File: src/rtl/num_hex.sv
// num_hex: single-digit seven-segment driver for codes 0..3.
// Supports blanking and periodic flashing. The output is decoded purely
// from registered state, so there is no input-to-output combinational path.
// Reset asserts asynchronously and releases through a two-flop synchronizer.
module num_hex #(
  parameter int unsigned FLASH_CYCLES = 4
) (
  input  logic       clk,
  input  logic       reset,
  input  logic       enable,
  input  logic [1:0] in,
  input  logic       blank,
  input  logic       flash,
  output logic [6:0] out
);

  // Terminal count of the flash half-period counter.
  localparam logic [7:0] CntMax = 8'(FLASH_CYCLES - 1);

  // Active-low segment patterns (bit0 = a ... bit6 = g).
  localparam logic [6:0] SegOff   = 7'b1111111;
  localparam logic [6:0] SegZero  = 7'b1000000;
  localparam logic [6:0] SegOne   = 7'b1111001;
  localparam logic [6:0] SegTwo   = 7'b0100100;
  localparam logic [6:0] SegThree = 7'b0110000;

  logic [1:0] rst_sync_q;
  logic       rst_int_n;

  logic [1:0] code_q,  code_d;
  logic       blank_q, blank_d;
  logic       flash_q, flash_d;
  logic [7:0] cnt_q,   cnt_d;
  logic       phase_q, phase_d;

  // Reset synchronizer: assertion is immediate, release is aligned to clk.
  always_ff @(posedge clk or negedge reset) begin
    if (!reset) begin
      rst_sync_q <= 2'b00;
    end else begin
      rst_sync_q <= {rst_sync_q[0], 1'b1};
    end
  end

  assign rst_int_n = rst_sync_q[1];

  // Next-state logic for the captured code, mode flags and flash timer.
  always_comb begin
    code_d  = code_q;
    blank_d = blank;
    flash_d = flash;
    cnt_d   = cnt_q;
    phase_d = phase_q;

    if (enable) begin
      code_d = in;
    end

    if (flash) begin
      if (cnt_q == CntMax) begin
        cnt_d   = 8'd0;
        phase_d = ~phase_q;
      end else begin
        cnt_d   = cnt_q + 8'd1;
        phase_d = phase_q;
      end
    end else begin
      cnt_d   = 8'd0;
      phase_d = 1'b1;
    end
  end

  // State registers; the internal reset forces the visible-zero state.
  always_ff @(posedge clk or negedge rst_int_n) begin
    if (!rst_int_n) begin
      code_q  <= 2'd0;
      blank_q <= 1'b0;
      flash_q <= 1'b0;
      cnt_q   <= 8'd0;
      phase_q <= 1'b1;
    end else begin
      code_q  <= code_d;
      blank_q <= blank_d;
      flash_q <= flash_d;
      cnt_q   <= cnt_d;
      phase_q <= phase_d;
    end
  end

  // Output decode: blank wins, then the flash off-phase, then the digit.
  always_comb begin
    out = SegOff;
    if (blank_q) begin
      out = SegOff;
    end else if (flash_q && !phase_q) begin
      out = SegOff;
    end else begin
      case (code_q)
        2'd0:    out = SegZero;
        2'd1:    out = SegOne;
        2'd2:    out = SegTwo;
        default: out = SegThree;
      endcase
    end
  end

endmodule

File: config.mk
export PLATFORM = sky130hd
export DESIGN_NAME = num_hex
export DESIGN_NICKNAME = d
export VERILOG_FILES = /design/src/rtl/num_hex.sv
export SDC_FILE = /design/constraint.sdc
export NUM_CORES = 1
export LEC_CHECK = 0
export CAP_MARGIN = 20
export CORE_AREA = 3 3 40 42
export CTS_CLUSTER_SIZE = 14
export DETAILED_ROUTE_END_ITERATION = 7
export DIE_AREA = 0 0 43 45
export GPL_TIMING_DRIVEN = 0
export PLACE_DENSITY = 0.75
export SETUP_SLACK_MARGIN = 0.2
export SYNTH_ARGS = -nofsm -noshare
export SYNTH_HDL_FRONTEND = slang
export SYNTH_SLANG_ARGS = --single-unit
export TNS_END_PERCENT = 30
File: constraint.sdc
create_clock -name clk -period 4.05 [get_ports clk]
set_clock_uncertainty 0.15 [all_clocks]
set_input_delay 0.81 -clock clk [delete_from_list [all_inputs] [get_ports clk]]
set_output_delay 0.81 -clock clk [all_outputs]
set_load 0.05 [all_outputs]
==> flow_summary.json, run 1 <==
{
  "status": "completed",
  "grtUsageTotal": 0.139,
  "first_iter_violations": 10,
  "htree_levels": 1,
  "max_slew.worst_pin.slew_ps": 513,
  "p_leak_nw": 0.353,
  "coreArea_um2": 1280,
  "max_clock_freq_ghz": 0.313,
  "routed-wl-met2_um": 510,
  "dp_cells": 89,
  "yosys_warnings": 0,
  "maxSlewViolCount": 0,
  "drt-total-wl_um": 1130,
  "grt_pass1_vias": 485,
  "seqCellArea_um2": 377,
  "synth_top_area_frac": 0.559,
  "antenna_found_initial": 0,
  "grt_max_degree": 14,
  "synth_top_cells_by_count": "dfrtp_1 (14), o21ai_0 (8), inv_1 (5), nand2_1 (5), nand3_1 (5)",
  "die-height_um": 45,
  "top_layer_used": "met4",
  "crit_path_end_kind": "output port",
  "cts-root-buf": "clkbuf_4",
  "dp_hpwl_um": 867,
  "clkTransAtPathRegs_ps": 90,
  "ys_types": 19,
  "rows": 13,
  "die_area_um2": 1940,
  "dr_total_vias": 483,
  "drive_gt1_frac": 0.0897,
  "finalSetupViolCount": 0,
  "syn_nets": 69,
  "via_per_inst": 5.19,
  "finalHoldViolCount": 0,
  "areaGrowthSynthToFinish_pct": 27.9,
  "drt-met1-wl_um": 530,
  "rsz0062_at_grt": "no",
  "maxCapViolCount": 0,
  "cts-buffers-inserted": 3,
  "grt_overflow": 0,
  "finalNetCount": 87,
  "synthFlopType": "dfrtp_1",
  "yosysTopAreaCell": "dfrtp_1",
  "grt_pass1_wl_um": 1970,
  "avgSynthCellArea_um2": 10.3,
  "multi_input_area_um2": 224,
  "cts_resized": 0,
  "path_max_fanout": 6,
  "synth_most_common_cell": "dfrtp_1",
  "syn_inst": 61,
  "power_density_nw_per_um2": 384,
  "r2r_slack_ps": 2120,
  "period_share": 0.790,
  "hold_class": "reg2async",
  "ir_worst_vdd_uv": 216,
  "remaining_drc_errors": 0,
  "ctsHoldBuffers": 0,
  "setup_tns_ps": 0,
  "post_drt_wl_per_cell_um": 12.1,
  "tritoncts": "done",
  "worst-setup-path-type": "reg2out",
  "clock_path_buffers": 2,
  "startpoint_type": "register",
  "synth_seq_cells": 15,
  "arrival_ps": 2240,
  "crit_required_ps": 3090,
  "slew_headroom": 0.656,
  "fill_cells": 116,
  "first_pass_iters": 4,
  "final.min_clock_period_ps": 3200,
  "top_level_ports": 14,
  "synthArstFlopShare": 1.00,
  "die_w_um": 43,
  "seq_area_frac_synth": 0.601,
  "instances_no_fill": 93,
  "synth-edff-count": 0,
  "cts_num_sinks": 15,
  "antenna_left": 0,
  "gp_congestion": 0.755,
  "num_antenna_cells": 0,
  "start_util": 0.488,
  "clock_latency_ps": 280,
  "postCtsSetupBuffers": 0,
  "portBuffers": 13,
  "netlist_area_um2": 627,
  "synth_area_leaders": "dfrtp_1 (56%), o21ai_0 (6.4%), dfstp_2 (4.2%)",
  "met3_length_um": 65
}
placed cells by master (no fill, tap or decap):
| cell type | instances |
|---|---|
| dfrtp_1 | 14 |
| clkdlybuf4s50_1 | 13 |
| o21ai_0 | 8 |
| nand3_1 | 5 |
| nand2_1 | 5 |
| inv_1 | 5 |
| or3_1 | 4 |
| a21oi_1 | 4 |
| nor2_1 | 4 |
| clkbuf_4 | 3 |
| xnor2_1 | 2 |
| or4_4 | 1 |
| or3b_2 | 1 |
| o21ai_1 | 1 |
| nand4_1 | 1 |
| xor2_1 | 1 |
| and2_1 | 1 |
| ha_1 | 1 |
| buf_4 | 1 |
| clkbuf_1 | 1 |
| dfstp_2 | 1 |
| conb_1 | 1 |
worst max-delay path, stage by stage (launching register included):
cell	delay, ps
dfstp_2	550
inv_1	40
a21oi_1	320
o21ai_0	200
buf_4	170
clkdlybuf4s50_1	680
power by group:
group	switching, W	internal, W	leakage [nW]
sequential	0.00000730	0.000158	0.191
clock	0.0000471	0.0000383	0.0150
combinational	0.0000347	0.0000228	0.147
total	0.0000891	0.000219	0.353
state kept, by name, indices dropped and copies added (netlist names):
register and cells:
code_q 2, phase_q 1, blank_q 1, cnt_q 8, flash_q 1, rst_sync_q 2
stage by stage:
step | util | hold WS (ps) | power [W] | setup WS, ps | instance area (um2)
6_report | 0.624 | 55.8 | 0.000308 | 851 | 802
5_1_grt | 0.624 | 119 | 0.000320 | 727 | 802
4_1_cts | 0.624 | 78.3 | 0.000309 | 835 | 802
3_5_place_dp | 0.604 | 75.7 | 0.000226 | 1150 | 776
3_3_place_gp | 0.604 | 64.2 | 0.000224 | 1190 | 776
2_1_floorplan | - | 9.60 | 0.000204 | 1180 | 627
worst paths after layout:
check                               from       endpoint  cells past startpoint
setup reg to reg                cnt_q[0]       cnt_q[5]                      4
hold / removal             rst_sync_q[1]       cnt_q[7]                      0
hold reg to reg            rst_sync_q[1]       cnt_q[7]                      0
setup / recovery                 phase_q         out[3]                      5
max in group asynchronous          reset  rst_sync_q[1]                      1
min in group clk           rst_sync_q[0]  rst_sync_q[1]                      0
per-layer routing:
metal,track usage,up-vias
li1,-,240
met1,0.168,223
met5,0,-
met2,0.216,16
met3,0.0319,4
met4,0.108,0
final cells by class:
class | count | share of cell area
Timing Repair Buffer | 13 | 0.162
Inverter | 5 | 0.0234
Clock buffer | 4 | 0.0328
Sequential cell | 15 | 0.470
Buffer | 1 | 0.00936
Tap cell | 15 | 0.0234
Multi-Input combinational cell | 40 | 0.279
cell families after synthesis:
kind of cell               share of synthesized area
and+or+nand+nor                                0.186
adders and majority gates                     0.0200
AOI/OAI and AO/OA                              0.104
buffers and inverters                         0.0419
other                                        0.00598
xor gates and xnor gates                      0.0419
DFF                                            0.601
(Power assumes the default switching activity.)
==> run 2: changes to the inputs <==
Settings changed: CORE_AREA 3 3 40 42 to default, CORE_MARGIN from default to 3, CORE_UTILIZATION from default to 42, DIE_AREA 0 0 43 45 to default, PLACE_DENSITY 0.75 to 0.71.
Clock period 4.05 ns to 2.6 ns, I/O delays scaled along.
==> run 2 against run 1 <==
- clock power rose by 48%
- utilization fell by 2.4 points
- power rose by 52%
- global-route usage fell by 0.26 points
- largest cell class unchanged
==> flow_summary.json, run 2 (synthesized netlist as in run 1, its figures left out) <==
{
  "status": "completed",
  "worst-setup-path-type": "reg2out",
  "grt_overflow": 0,
  "clock_latency_ps": 280,
  "r2r_cells": 4,
  "crit_required_ps": 1930,
  "grt_max_degree": 14,
  "die_area_um2": 1990,
  "startpoint_type": "register",
  "top_regs": "cnt_q (8), code_q (2), rst_sync_q (2)",
  "finalHoldViolCount": 0,
  "gp_congestion": 0.753,
  "r2r_slack_ps": 710,
  "seqCellArea_um2": 377,
  "grtUsageTotal": 0.136,
  "remaining_drc_errors": 0,
  "htree_levels": 1,
  "grt_pass1_vias": 426,
  "ir_worst_vdd_uv": 334,
  "hold_class": "reg2async",
  "portBuffers": 13,
  "maxCapViolCount": 0,
  "drt-total-wl_um": 996,
  "antenna_left": 0,
  "maxSlewViolCount": 0,
  "dr_total_vias": 459,
  "clkTransAtPathRegs_ps": 80,
  "setup_slack_ps": 309,
  "post_drt_wl_per_cell_um": 10.7,
  "period_share": 0.881,
  "num_antenna_cells": 0,
  "ctsHoldBuffers": 0,
  "fin_total_pwr_w": 0.000469,
  "finalSetupViolCount": 0,
  "tritoncts": "done",
  "via_per_inst": 4.94,
  "p_leak_nw": 0.367,
  "start_util": 0.464,
  "mostFrequentLayoutCell": "dfrtp_1",
  "coreArea_um2": 1350,
  "setup_tns_ps": 0,
  "clock_path_buffers": 2,
  "rows": 13,
  "cts-root-buf": "clkbuf_4",
  "rsz0062_at_grt": "yes",
  "finalNetCount": 87,
  "postCtsSetupBuffers": 0,
  "crit_path_end_kind": "output port",
  "slew_headroom": 0.663,
  "r2r_start": "cnt_q[0]",
  "top_level_ports": 14,
  "cp-startpoint": "phase_q",
  "regMostFlops": "cnt_q",
  "grt_pass1_wl_um": 1810,
  "final_util": 0.601,
  "cts-buffers-inserted": 3,
  "first_iter_violations": 6,
  "die-height_um": 44.6,
  "arrival_ps": 1620,
  "multi_input_area_um2": 235,
  "dp_hpwl_um": 748,
  "areaGrowthSynthToFinish_pct": 29.3,
  "first_pass_iters": 4,
  "max_clock_freq_ghz": 0.437,
  "largest_reg_flops": 8,
  "layout_common_cells": "dfrtp_1 (14), o21ai_0 (7), clkdlybuf4s50_1 (6)",
  "r2r-end": "cnt_q[0]",
  "max_slew.worst_pin.slew_ps": 505,
  "power_density_nw_per_um2": 578,
  "antenna_found_initial": 0,
  "final.min_clock_period_ps": 2290,
  "cts_num_sinks": 15,
  "dp_slack_ps": 50.0,
  "path_max_fanout": 6,
  "drive_gt1_frac": 0.115,
  "fill_cells": 124,
  "die_w_um": 44.6
}
==> run 2: worst max-delay path by stage <==
| stage | to | cells after the start | slack, ps |
|---|---|---|---|
| 6_report | out[0] | 4 | 310 |
| 5_1_grt | out[2] | 4 | 170 |
| 4_1_cts | out[6] | 4 | 50 |
| 3_5_place_dp | out[3] | 5 | 50 |
| 3_3_place_gp | out[3] | 5 | 80 |
| 2_1_floorplan | out[3] | 4 | 350 |
==> run 2: final cells by class <==
| cell class | instances | area share |
|---|---|---|
| inverters | 5 | 0.0231 |
| multi-input cells | 40 | 0.290 |
| plain buffers | 1 | 0.00926 |
| clock buffers | 4 | 0.0324 |
| well taps | 15 | 0.0231 |
| repair buffers | 13 | 0.157 |
| flip-flops and latches | 15 | 0.465 |
==> run 2: report_power, final <==
group | switching (W) | internal, W
clock network | 0.0000662 | 0.0000596
logic | 0.0000533 | 0.0000315
registers | 0.0000123 | 0.000246
total | 0.000132 | 0.000337
==> run 2: metrics by stage <==
stage          cell area [um2]  instances  hold slack (ps)
2_1_floorplan              627         61             9.60
3_3_place_gp               776         89             66.3
3_5_place_dp               776         89             70.7
4_1_cts                    800         93             78.8
5_1_grt                    811         93              100
6_report                   811         93             52.6
==> run 2: critical path, cell delays in order, from the launching register on <==
cell,delay (ps)
dfstp_2,540
inv_1,70
a21oi_4,200
o21ai_1,100
dlygate4sd2_1,430
==> run 2: what timing repair did <==
action | in CTS | in global routing
pin swaps | 0 | 0
endpoints found under the setup margin | 7 | 7
resized for setup | 6 | 4
==> run 2: routing by layer <==
layer / track usage / vias up / wire, um
li1: - / 240 / -
met3: 0.0732 / 4 / 73
met2: 0.183 / 13 / 457
met1: 0.158 / 202 / 429
met4: 0.108 / 0 / 35
met5: 0 / - / 0
==> run 3: changes to the inputs <==
Settings changed: HOLD_SLACK_MARGIN from default to 0.02.
==> results of run 3 <==
Final layout, timing and power as in run 2 (identical DEF).
